[src/rtl/simple_pipe_pkg.sv]
// Shared definitions for the simple add/set/nand pipeline and its fetch front end.
package simple_pipe_pkg;

   localparam int unsigned INST_W = 8;

   localparam logic [1:0] OP_NOP  = 2'b00;
   localparam logic [1:0] OP_ADD  = 2'b01;
   localparam logic [1:0] OP_SET  = 2'b10;
   localparam logic [1:0] OP_NAND = 2'b11;

   typedef enum logic [1:0] {
      IDLE  = 2'd0,
      FETCH = 2'd1,
      DRAIN = 2'd2
   } fetch_state_t;

endpackage

[src/rtl/simple_pipe_fifo.sv]
// First-word-fall-through synchronous FIFO; head is valid whenever empty is low.
module simple_pipe_fifo #(
   parameter int unsigned DEPTH = 2,
   parameter int unsigned WIDTH = 8,
   localparam int unsigned PW = $clog2(DEPTH),
   localparam int unsigned CW = PW + 1
) (
   input  logic             clk,
   input  logic             rst,
   input  logic             push,
   input  logic             pop,
   input  logic             flush,
   input  logic [WIDTH-1:0] wdata,
   output logic [CW-1:0]    count,
   output logic [WIDTH-1:0] head,
   output logic             empty,
   output logic             full
);

   logic [WIDTH-1:0] mem_q [DEPTH];
   logic [PW-1:0]    wr_ptr_q;
   logic [PW-1:0]    rd_ptr_q;
   logic [CW-1:0]    count_q;
   logic             do_push;
   logic             do_pop;

   // A push into a full FIFO is only legal when the head leaves in the same cycle.
   assign do_pop  = pop && !empty;
   assign do_push = push && (!full || do_pop);

   // Pointer and occupancy bookkeeping; flush empties the FIFO in one cycle.
   always_ff @(posedge clk) begin
      if (rst || flush) begin
         wr_ptr_q <= '0;
         rd_ptr_q <= '0;
         count_q  <= '0;
      end else begin
         if (do_push) wr_ptr_q <= wr_ptr_q + PW'(1);
         if (do_pop)  rd_ptr_q <= rd_ptr_q + PW'(1);
         count_q <= count_q + CW'(do_push) - CW'(do_pop);
      end
   end

   // Storage array, intentionally not reset.
   always_ff @(posedge clk) begin
      if (do_push) mem_q[wr_ptr_q] <= wdata;
   end

   assign count = count_q;
   assign head  = mem_q[rd_ptr_q];
   assign empty = (count_q == '0);
   assign full  = (count_q == CW'(DEPTH));

endmodule

[src/rtl/simple_pipe_fetch.sv]
// Instruction-fetch front end: IMEM + PC + credit-based streaming into an FWFT FIFO.
module simple_pipe_fetch
   import simple_pipe_pkg::*;
#(
   parameter int unsigned IMEM_DEPTH = 16,
   parameter int unsigned AW         = 4,
   parameter int unsigned FIFO_DEPTH = 2
) (
   input  logic              clk,
   input  logic              rst,
   input  logic              imem_wen,
   input  logic [AW-1:0]     imem_waddr,
   input  logic [INST_W-1:0] imem_wdata,
   input  logic              start,
   input  logic [AW-1:0]     start_pc,
   input  logic [AW:0]       inst_count,
   input  logic              abort,
   output logic              busy,
   output logic              done,
   output logic [AW-1:0]     pc,
   output logic [INST_W-1:0] inst,
   output logic              inst_valid,
   input  logic              inst_ready
);

   localparam int unsigned FCW = $clog2(FIFO_DEPTH) + 1;
   localparam int unsigned OCW = FCW + 1;

   fetch_state_t      state_q, state_d;
   logic [AW-1:0]     pc_q, pc_d;
   logic [AW:0]       remaining_q, remaining_d;
   logic              rd_pending_q, rd_pending_d;
   logic              done_q, done_d;
   logic [INST_W-1:0] rd_data_q;
   logic [INST_W-1:0] imem_q [IMEM_DEPTH];

   logic              issue_c;
   logic              push_c;
   logic              pop_c;
   logic              credit_ok_c;
   logic [OCW-1:0]    occupancy_c;
   logic [FCW-1:0]    fifo_count;
   logic              fifo_empty;
   logic              fifo_full;

   assign pop_c  = inst_valid && inst_ready;
   assign push_c = rd_pending_q && !abort;

   // Credit check counts the in-flight read and credits a same-cycle pop for 1/cycle throughput.
   assign occupancy_c = OCW'(fifo_count) + OCW'(rd_pending_q);
   assign credit_ok_c = occupancy_c < (OCW'(FIFO_DEPTH) + OCW'(pop_c));

   // Next-state, PC and read-issue logic; abort overrides everything, including start.
   always_comb begin
      state_d     = state_q;
      pc_d        = pc_q;
      remaining_d = remaining_q;
      done_d      = 1'b0;
      issue_c     = 1'b0;

      unique case (state_q)
         IDLE: begin
            if (start) begin
               if (inst_count != '0) begin
                  state_d     = FETCH;
                  pc_d        = start_pc;
                  remaining_d = inst_count;
               end else begin
                  done_d = 1'b1;
               end
            end
         end
         FETCH: begin
            if ((remaining_q != '0) && credit_ok_c) begin
               issue_c     = 1'b1;
               pc_d        = pc_q + AW'(1);
               remaining_d = remaining_q - (AW+1)'(1);
               if (remaining_q == (AW+1)'(1)) state_d = DRAIN;
            end
         end
         DRAIN: begin
            if (!rd_pending_q && fifo_empty && !push_c) begin
               state_d = IDLE;
               done_d  = 1'b1;
            end
         end
         default: state_d = IDLE;
      endcase

      if (abort) begin
         state_d     = IDLE;
         pc_d        = pc_q;
         remaining_d = '0;
         done_d      = 1'b0;
         issue_c     = 1'b0;
      end

      rd_pending_d = issue_c;
   end

   // Control state registers with synchronous reset.
   always_ff @(posedge clk) begin
      if (rst) begin
         state_q      <= IDLE;
         pc_q         <= '0;
         remaining_q  <= '0;
         rd_pending_q <= 1'b0;
         done_q       <= 1'b0;
      end else begin
         state_q      <= state_d;
         pc_q         <= pc_d;
         remaining_q  <= remaining_d;
         rd_pending_q <= rd_pending_d;
         done_q       <= done_d;
      end
   end

   // IMEM with synchronous write and registered read; same-address read sees old data.
   always_ff @(posedge clk) begin
      if (imem_wen) imem_q[imem_waddr] <= imem_wdata;
      if (issue_c)  rd_data_q <= imem_q[pc_q];
   end

   simple_pipe_fifo #(
      .DEPTH (FIFO_DEPTH),
      .WIDTH (INST_W)
   ) u_fifo (
      .clk   (clk),
      .rst   (rst),
      .push  (push_c),
      .pop   (pop_c),
      .flush (abort),
      .wdata (rd_data_q),
      .count (fifo_count),
      .head  (inst),
      .empty (fifo_empty),
      .full  (fifo_full)
   );

   // The credit scheme must never let a read land in a full FIFO without a pop.
   push_no_overflow_a: assert property (@(posedge clk) disable iff (rst)
      !(push_c && fifo_full && !pop_c));

   assign inst_valid = !fifo_empty;
   assign busy       = (state_q != IDLE);
   assign done       = done_q;
   assign pc         = pc_q;

endmodule
[config.mk]
export PLATFORM = sky130hd
export DESIGN_NAME = simple_pipe_fetch
export DESIGN_NICKNAME = d
export VERILOG_FILES = /design/src/rtl/simple_pipe_pkg.sv /design/src/rtl/simple_pipe_fifo.sv /design/src/rtl/simple_pipe_fetch.sv
export SDC_FILE = /design/constraint.sdc
export NUM_CORES = 1
export LEC_CHECK = 0
export ABC_AREA = 1
export BUFFER_PORTS_ARGS = -buffer_cell sky130_fd_sc_hd__buf_4
export CORE_AREA = 2 2 203 105
export CTS_BUF_LIST = sky130_fd_sc_hd__clkbuf_8
export DETAILED_ROUTE_END_ITERATION = 8
export DIE_AREA = 0 0 205 107
export SETUP_SLACK_MARGIN = 0.1
export SLEW_MARGIN = 20
export SYNTH_ARGS = -nofsm -noshare
export SYNTH_HDL_FRONTEND = slang
export SYNTH_HIERARCHICAL = 1
export SYNTH_SLANG_ARGS = --single-unit
[constraint.sdc]
create_clock -name clk -period 2.35 [get_ports clk]
set_input_delay 0.235 -clock clk [delete_from_list [all_inputs] [get_ports clk]]
set_output_delay 0.235 -clock clk [all_outputs]
set_load 0.03 [all_outputs]
==> results of run 1 <==
[flip-flops by register name, summed over array words and instances, names as in the netlist, named ones only]
| register | cells |
|---|---|
| done | 1 |
| imem_q | 128 |
| pc | 4 |
| rd_data_q | 8 |
| rd_pending_q | 1 |
| remaining_q | 5 |
| state_q | 2 |
| u_fifo/count | 2 |
| u_fifo/mem_q | 16 |
| u_fifo/rd_ptr_q | 1 |
| u_fifo/wr_ptr_q | 1 |
[what timing repair did]
| action | CTS | global route |
|---|---|---|
| endpoints found under the setup margin | 0 | 1 |
| resized for setup | 0 | 5 |
| endpoints found under the hold margin | 1 | 0 |
| setup buffers | 0 | 0 |
| hold buffers | 2 | 0 |
[worst paths after layout]
kind              slack (ns)                           end                  startpoint  cells past startpoint
hold / removal          0.06               done$_SDFF_PP0_                       start                      3
setup reg to reg        0.24    u_fifo/count[0]$_SDFF_PP0_  u_fifo/count[1]$_SDFF_PP0_                     10
hold reg to reg         0.47  u_fifo/mem_q[0][1]$_DFFE_PP_      rd_data_q[1]$_DFFE_PP_                      0
setup / recovery        0.24    u_fifo/count[0]$_SDFF_PP0_  u_fifo/count[1]$_SDFF_PP0_                     10
[where the power goes]
part	leakage (nW)	switching, W	internal [W]
Sequential	1.52	0.0000238	0.00335
Clock	0.207	0.00111	0.00107
Combinational	1.20	0.000423	0.000202
Total	2.93	0.00156	0.00463
[worst max-delay path, stage by stage, from the launching register on]
cell           delay [ns]
dfxtp_4              0.39
nor2_4               0.05
nor2_1               0.13
inv_2                0.07
nand3_1              0.08
nand2_1              0.10
or2_1                0.22
nand2_1              0.07
ha_1                 0.22
nor3b_1              0.13
dlygate4sd3_1        0.54
[area by class of cell]
class / count / share of cell area [%]
flip-flops and latches: 170 / 59.7
multi-input cells: 373 / 22.9
repair buffers: 66 / 6.21
well taps: 273 / 4.13
clock buffers: 17 / 2.83
clock inverters: 15 / 2.29
inverters: 42 / 1.91
[metal layers]
metal / part of all wire [%] / global-route usage, % / up-vias
li1: - / - / 2282
met5: 0 / 0 / -
met2: 41 / 22.1 / 176
met4: 0.90 / 4.78 / 0
met3: 9.2 / 4.68 / 16
met1: 49 / 23.9 / 2289
[cell usage in the layout, fill, tap and decap left out, drive strengths merged]
cell and instances:
a211oi 1, a21oi 14, a32oi 1, buf 64, bufinv 3, clkbuf 17
clkinv 4, clkinvlp 3, dfxtp 18, dlygate4sd3 2, edfxtp 152, ha 6
inv 47, mux2 8, nand2 62, nand3 27, nand3b 2, nand4 6
nor2 131, nor3 2, nor3b 1, o211ai 26, o21ai 75, o221ai 7
or2 3, xor2 1
[per-stage QoR]
step	cells	power, W	utilization [%]	worst slack, ns
6_report	956	0.00619	40.9	0.243
2_1_floorplan	614	0.00384	-	0.593
5_1_grt	956	0.00643	40.9	0.0994
3_3_place_gp	922	0.00405	38.7	0.618
3_5_place_dp	922	0.00407	38.7	0.484
4_1_cts	956	0.00623	40.9	0.141
==> results.sh, run 1 <==
export IMPL_hold_slack_ns=0.0605
export IMPL_antenna_left=0
export IMPL_grt_pass1_vias=4538
export IMPL_maxCapViolations=0
export IMPL_cts_made_buffers=17
export IMPL_yosysWarnings=6
export IMPL_clock_sinks=170
export IMPL_rows=37
export IMPL_grt_max_degree=58
export IMPL_critPathCaptureType="flip-flop"
export IMPL_clockBufferDepth=2
export IMPL_wire_length_of_the_first_global_routing_pass_mm=25.5
export IMPL_static_leakage_power_nw=2.93
export IMPL_dieArea_um2=21900
export IMPL_post_dp_hpwl_mm=11.4
export IMPL_grt_remaining_overflow=0
export IMPL_floorplan_die_height_um=107
export IMPL_remaining_drc_errors=0
export IMPL_cts_htree_levels=4
export IMPL_clock_tree_from_tritoncts="yes"
export IMPL_final_worst_path_cycle_share_pct=89.7
export IMPL_nets=703
export IMPL_fillerInstances=1908
export IMPL_avgSynthCellArea_um2=11.6
export IMPL_io_buffer_count=41
export IMPL_totalNegativeSetupSlack_ns=0
export IMPL_number_of_antenna_violations_at_the_first_check_in_global_routing=0
export IMPL_routed_via_count=4763
export IMPL_fmax_mhz=475
export IMPL_hp_class="primary input to flip-flop"
export IMPL_drv_slew=0
export IMPL_grt_setup_unrepaired="false"
export IMPL_placed_area_um2=7810
export IMPL_setup_violations_final=0
export IMPL_critPathMaxFanout=5
export IMPL_post_synth_instance_area_um2=7130
export IMPL_path_clk_slew_ns=0.09
export IMPL_die_width_um=205
export IMPL_area_growth_pct=16.0
export IMPL_initial_core_util_pct=35.3
export IMPL_wl_mm=16.9
export IMPL_coreArea_um2=20200
export IMPL_multi_input_area_um2=1900
export IMPL_syn_inst=614
export IMPL_peakVddDrop_v=0.000467
export IMPL_vias_per_cell=4.98
export IMPL_final_cell_area_um2=8260
export IMPL_detailedRoute_firstPassIterationCount=6
export IMPL_design_portCount=42
export IMPL_finalCriticalPeriod_ns=2.11
export IMPL_routabilityCongestion=0.891
export IMPL_diodes=0
export IMPL_type_of_element_launching_the_critical_path="flip-flop"
export IMPL_regArea_um2=4930
export IMPL_clock_insertion_delay_worst_skew_ns=0.45
export IMPL_worst_clock_skew_ns=0.00867
export IMPL_clockRootBuffer="clkbuf_8"
export IMPL_worst_case_headroom_to_the_max_slew_limit_pct=45.4
export IMPL_status="complete, no violations"
export IMPL_critical_path_class="flip-flop to flip-flop"
export IMPL_required_arrival_time_at_the_worst_endpoint_ns=2.70
export IMPL_final_hold_violation_count=0
export IMPL_crit_arrival_ns=2.45
export IMPL_globalRouteTotalUtil_pct=16.0
export IMPL_p_per_area_nw_per_um2=748
export IMPL_routed_wire_length_per_instance_um=17.6
export IMPL_tightest_slew_ns=0.816
export IMPL_detail_route_iter0_violations=502
export IMPL_drive_above_1_share_pct=16.5
export IMPL_synthesis_nets=647
No activity file was read; power rests on OpenSTA's default activity.
==> run 2, diff against run 1 <==
Clock period 2.35 ns to 2.1 ns, I/O delays scaled along.
==> results.sh, run 2 (same netlist as run 1, synthesis figures left out) <==
export IMPL_status="complete, no violations"
export IMPL_clock_sinks=170
export IMPL_number_of_antenna_violations_at_the_first_check_in_global_routing=0
export IMPL_die_width_um=205
export IMPL_hp_class="primary input to flip-flop"
export IMPL_remaining_drc_errors=0
export IMPL_clockRootBuffer="clkbuf_8"
export IMPL_fmax_mhz=528
export IMPL_largest_register="imem_q"
export IMPL_drive_above_1_share_pct=17.3
export IMPL_setup_worst_path_start="u_fifo/count[1]$_SDFF_PP0_"
export IMPL_initial_core_util_pct=35.3
export IMPL_design_portCount=42
export IMPL_finalCriticalPeriod_ns=1.89
export IMPL_largest_reg_flops=128
export IMPL_fin_total_pwr_w=0.00685
export IMPL_area_growth_pct=16.5
export IMPL_path_clk_slew_ns=0.09
export IMPL_grt_remaining_overflow=0
export IMPL_grt_pass1_vias=4629
export IMPL_coreArea_um2=20200
export IMPL_tightest_slew_ns=0.581
export IMPL_peakVddDrop_v=0.000414
export IMPL_wl_mm=17.1
export IMPL_layout_cells_most_common="edfxtp_1"
export IMPL_post_dp_hpwl_mm=11.8
export IMPL_critical_path_class="flip-flop to flip-flop"
export IMPL_antenna_left=0
export IMPL_routabilityCongestion=0.826
export IMPL_required_arrival_time_at_the_worst_endpoint_ns=2.47
export IMPL_nets=709
export IMPL_layout_cells_most_common_list="edfxtp_1, nor2_1, o21ai_0"
export IMPL_totalNegativeSetupSlack_ns=0
export IMPL_largestRegisters="imem_q x128, u_fifo/mem_q x16, rd_data_q x8"
export IMPL_setup_worst_path_end="u_fifo/count[1]$_SDFF_PP0_"
export IMPL_critPathMaxFanout=5
export IMPL_maxCapViolations=0
export IMPL_reg2reg_setup_slack_ns=0.21
export IMPL_detailedRoute_firstPassIterationCount=5
export IMPL_worst_clock_skew_ns=0.0121
export IMPL_wire_length_of_the_first_global_routing_pass_mm=26.5
export IMPL_grt_max_degree=58
export IMPL_reg2regPathDepth=14
export IMPL_globalRouteTotalUtil_pct=16.4
export IMPL_cts_htree_levels=4
export IMPL_cts_made_buffers=17
export IMPL_p_per_area_nw_per_um2=825
export IMPL_drv_slew=0
export IMPL_detail_route_iter0_violations=555
export IMPL_diodes=0
export IMPL_final_hold_violation_count=0
export IMPL_routed_via_count=4805
export IMPL_grt_setup_unrepaired="false"
export IMPL_routed_wire_length_per_instance_um=17.8
export IMPL_rr_startpoint="u_fifo/count[1]$_SDFF_PP0_"
export IMPL_dieArea_um2=21900
export IMPL_static_leakage_power_nw=2.97
export IMPL_critPathCaptureType="flip-flop"
export IMPL_clockBufferDepth=2
export IMPL_io_buffer_count=41
export IMPL_type_of_element_launching_the_critical_path="flip-flop"
export IMPL_worst_case_headroom_to_the_max_slew_limit_pct=61.3
export IMPL_clock_insertion_delay_worst_skew_ns=0.44
export IMPL_r2r_end="u_fifo/count[1]$_SDFF_PP0_"
export IMPL_fillerInstances=1924
export IMPL_vias_per_cell=4.99
export IMPL_clock_tree_from_tritoncts="yes"
export IMPL_crit_arrival_ns=2.27
export IMPL_hold_slack_ns=0.0489
export IMPL_rows=37
export IMPL_setup_violations_final=0
export IMPL_floorplan_die_height_um=107
export IMPL_final_worst_path_cycle_share_pct=90.2
[run 2: worst min-delay path by stage]
| stage | from | to | slack (ns) | cells past startpoint |
|---|---|---|---|---|
| floorplan | abort | u_fifo/count[0]$_SDFF_PP0_ | 0.29 | 1 |
| global placement | rst | u_fifo/count[0]$_SDFF_PP0_ | 0.42 | 2 |
| detailed placement | rst | u_fifo/count[0]$_SDFF_PP0_ | 0.42 | 2 |
| CTS | start | done$_SDFF_PP0_ | 0.02 | 3 |
| global route | start | done$_SDFF_PP0_ | 0.03 | 3 |
| finish | start | done$_SDFF_PP0_ | 0.05 | 3 |
[run 2: critical path, cell delays in order (launching register included)]
cell and delay (ns):
dfxtp_1 0.45, nor2_2 0.10, nor2_1 0.13, inv_2 0.06, nand3_1 0.07, nand2_1 0.09, or2_1 0.24, nand2_1 0.07
ha_1 0.17, inv_1 0.05, nand2_1 0.05, nand2_1 0.08, nand3_1 0.09, nand2_1 0.07, nor2_1 0.12
[run 2: final cells by class]
type | instances | area [µm²] | share of cell area (%)
clock buffer | 19 | 262 | 3.15
clock inverter | 13 | 136 | 1.64
inverter | 42 | 158 | 1.90
multi-input combinational | 373 | 1890 | 22.8
sequential | 170 | 4930 | 59.4
tap | 273 | 342 | 4.12
timing repair buffer | 72 | 583 | 7.03
[run 2: power breakdown]
group	internal [W]	switching [W]
Sequential	0.00375	0.0000292
Clock	0.00113	0.00120
Combinational	0.000241	0.000492
[run 2: repair_timing]
item,in CTS,in global routing
buffers inserted,0,0
endpoints found under the hold margin,1,0
resized for setup,0,1
hold buffers,2,0
setup endpoints to repair,0,4
[run 2: per-stage QoR]
| step | instances | setup slack [ns] | instance area, µm² | util, % |
|---|---|---|---|---|
| 2_1_floorplan | 614 | 0.343 | 7130 | - |
| 3_3_place_gp | 928 | 0.369 | 7880 | 39.0 |
| 3_5_place_dp | 928 | 0.252 | 7880 | 39.0 |
| 4_1_cts | 962 | 0.232 | 8300 | 41.1 |
| 5_1_grt | 962 | 0.100 | 8300 | 41.1 |
| 6_report | 962 | 0.206 | 8300 | 41.1 |
[run 2: routing by layer]
| metal | global-route usage (%) | wire length, µm |
|---|---|---|
| met1 | 26.1 | 8840 |
| met2 | 22.3 | 6990 |
| met3 | 3.56 | 1170 |
| met4 | 3.85 | 100 |
| met5 | 0 | 0 |
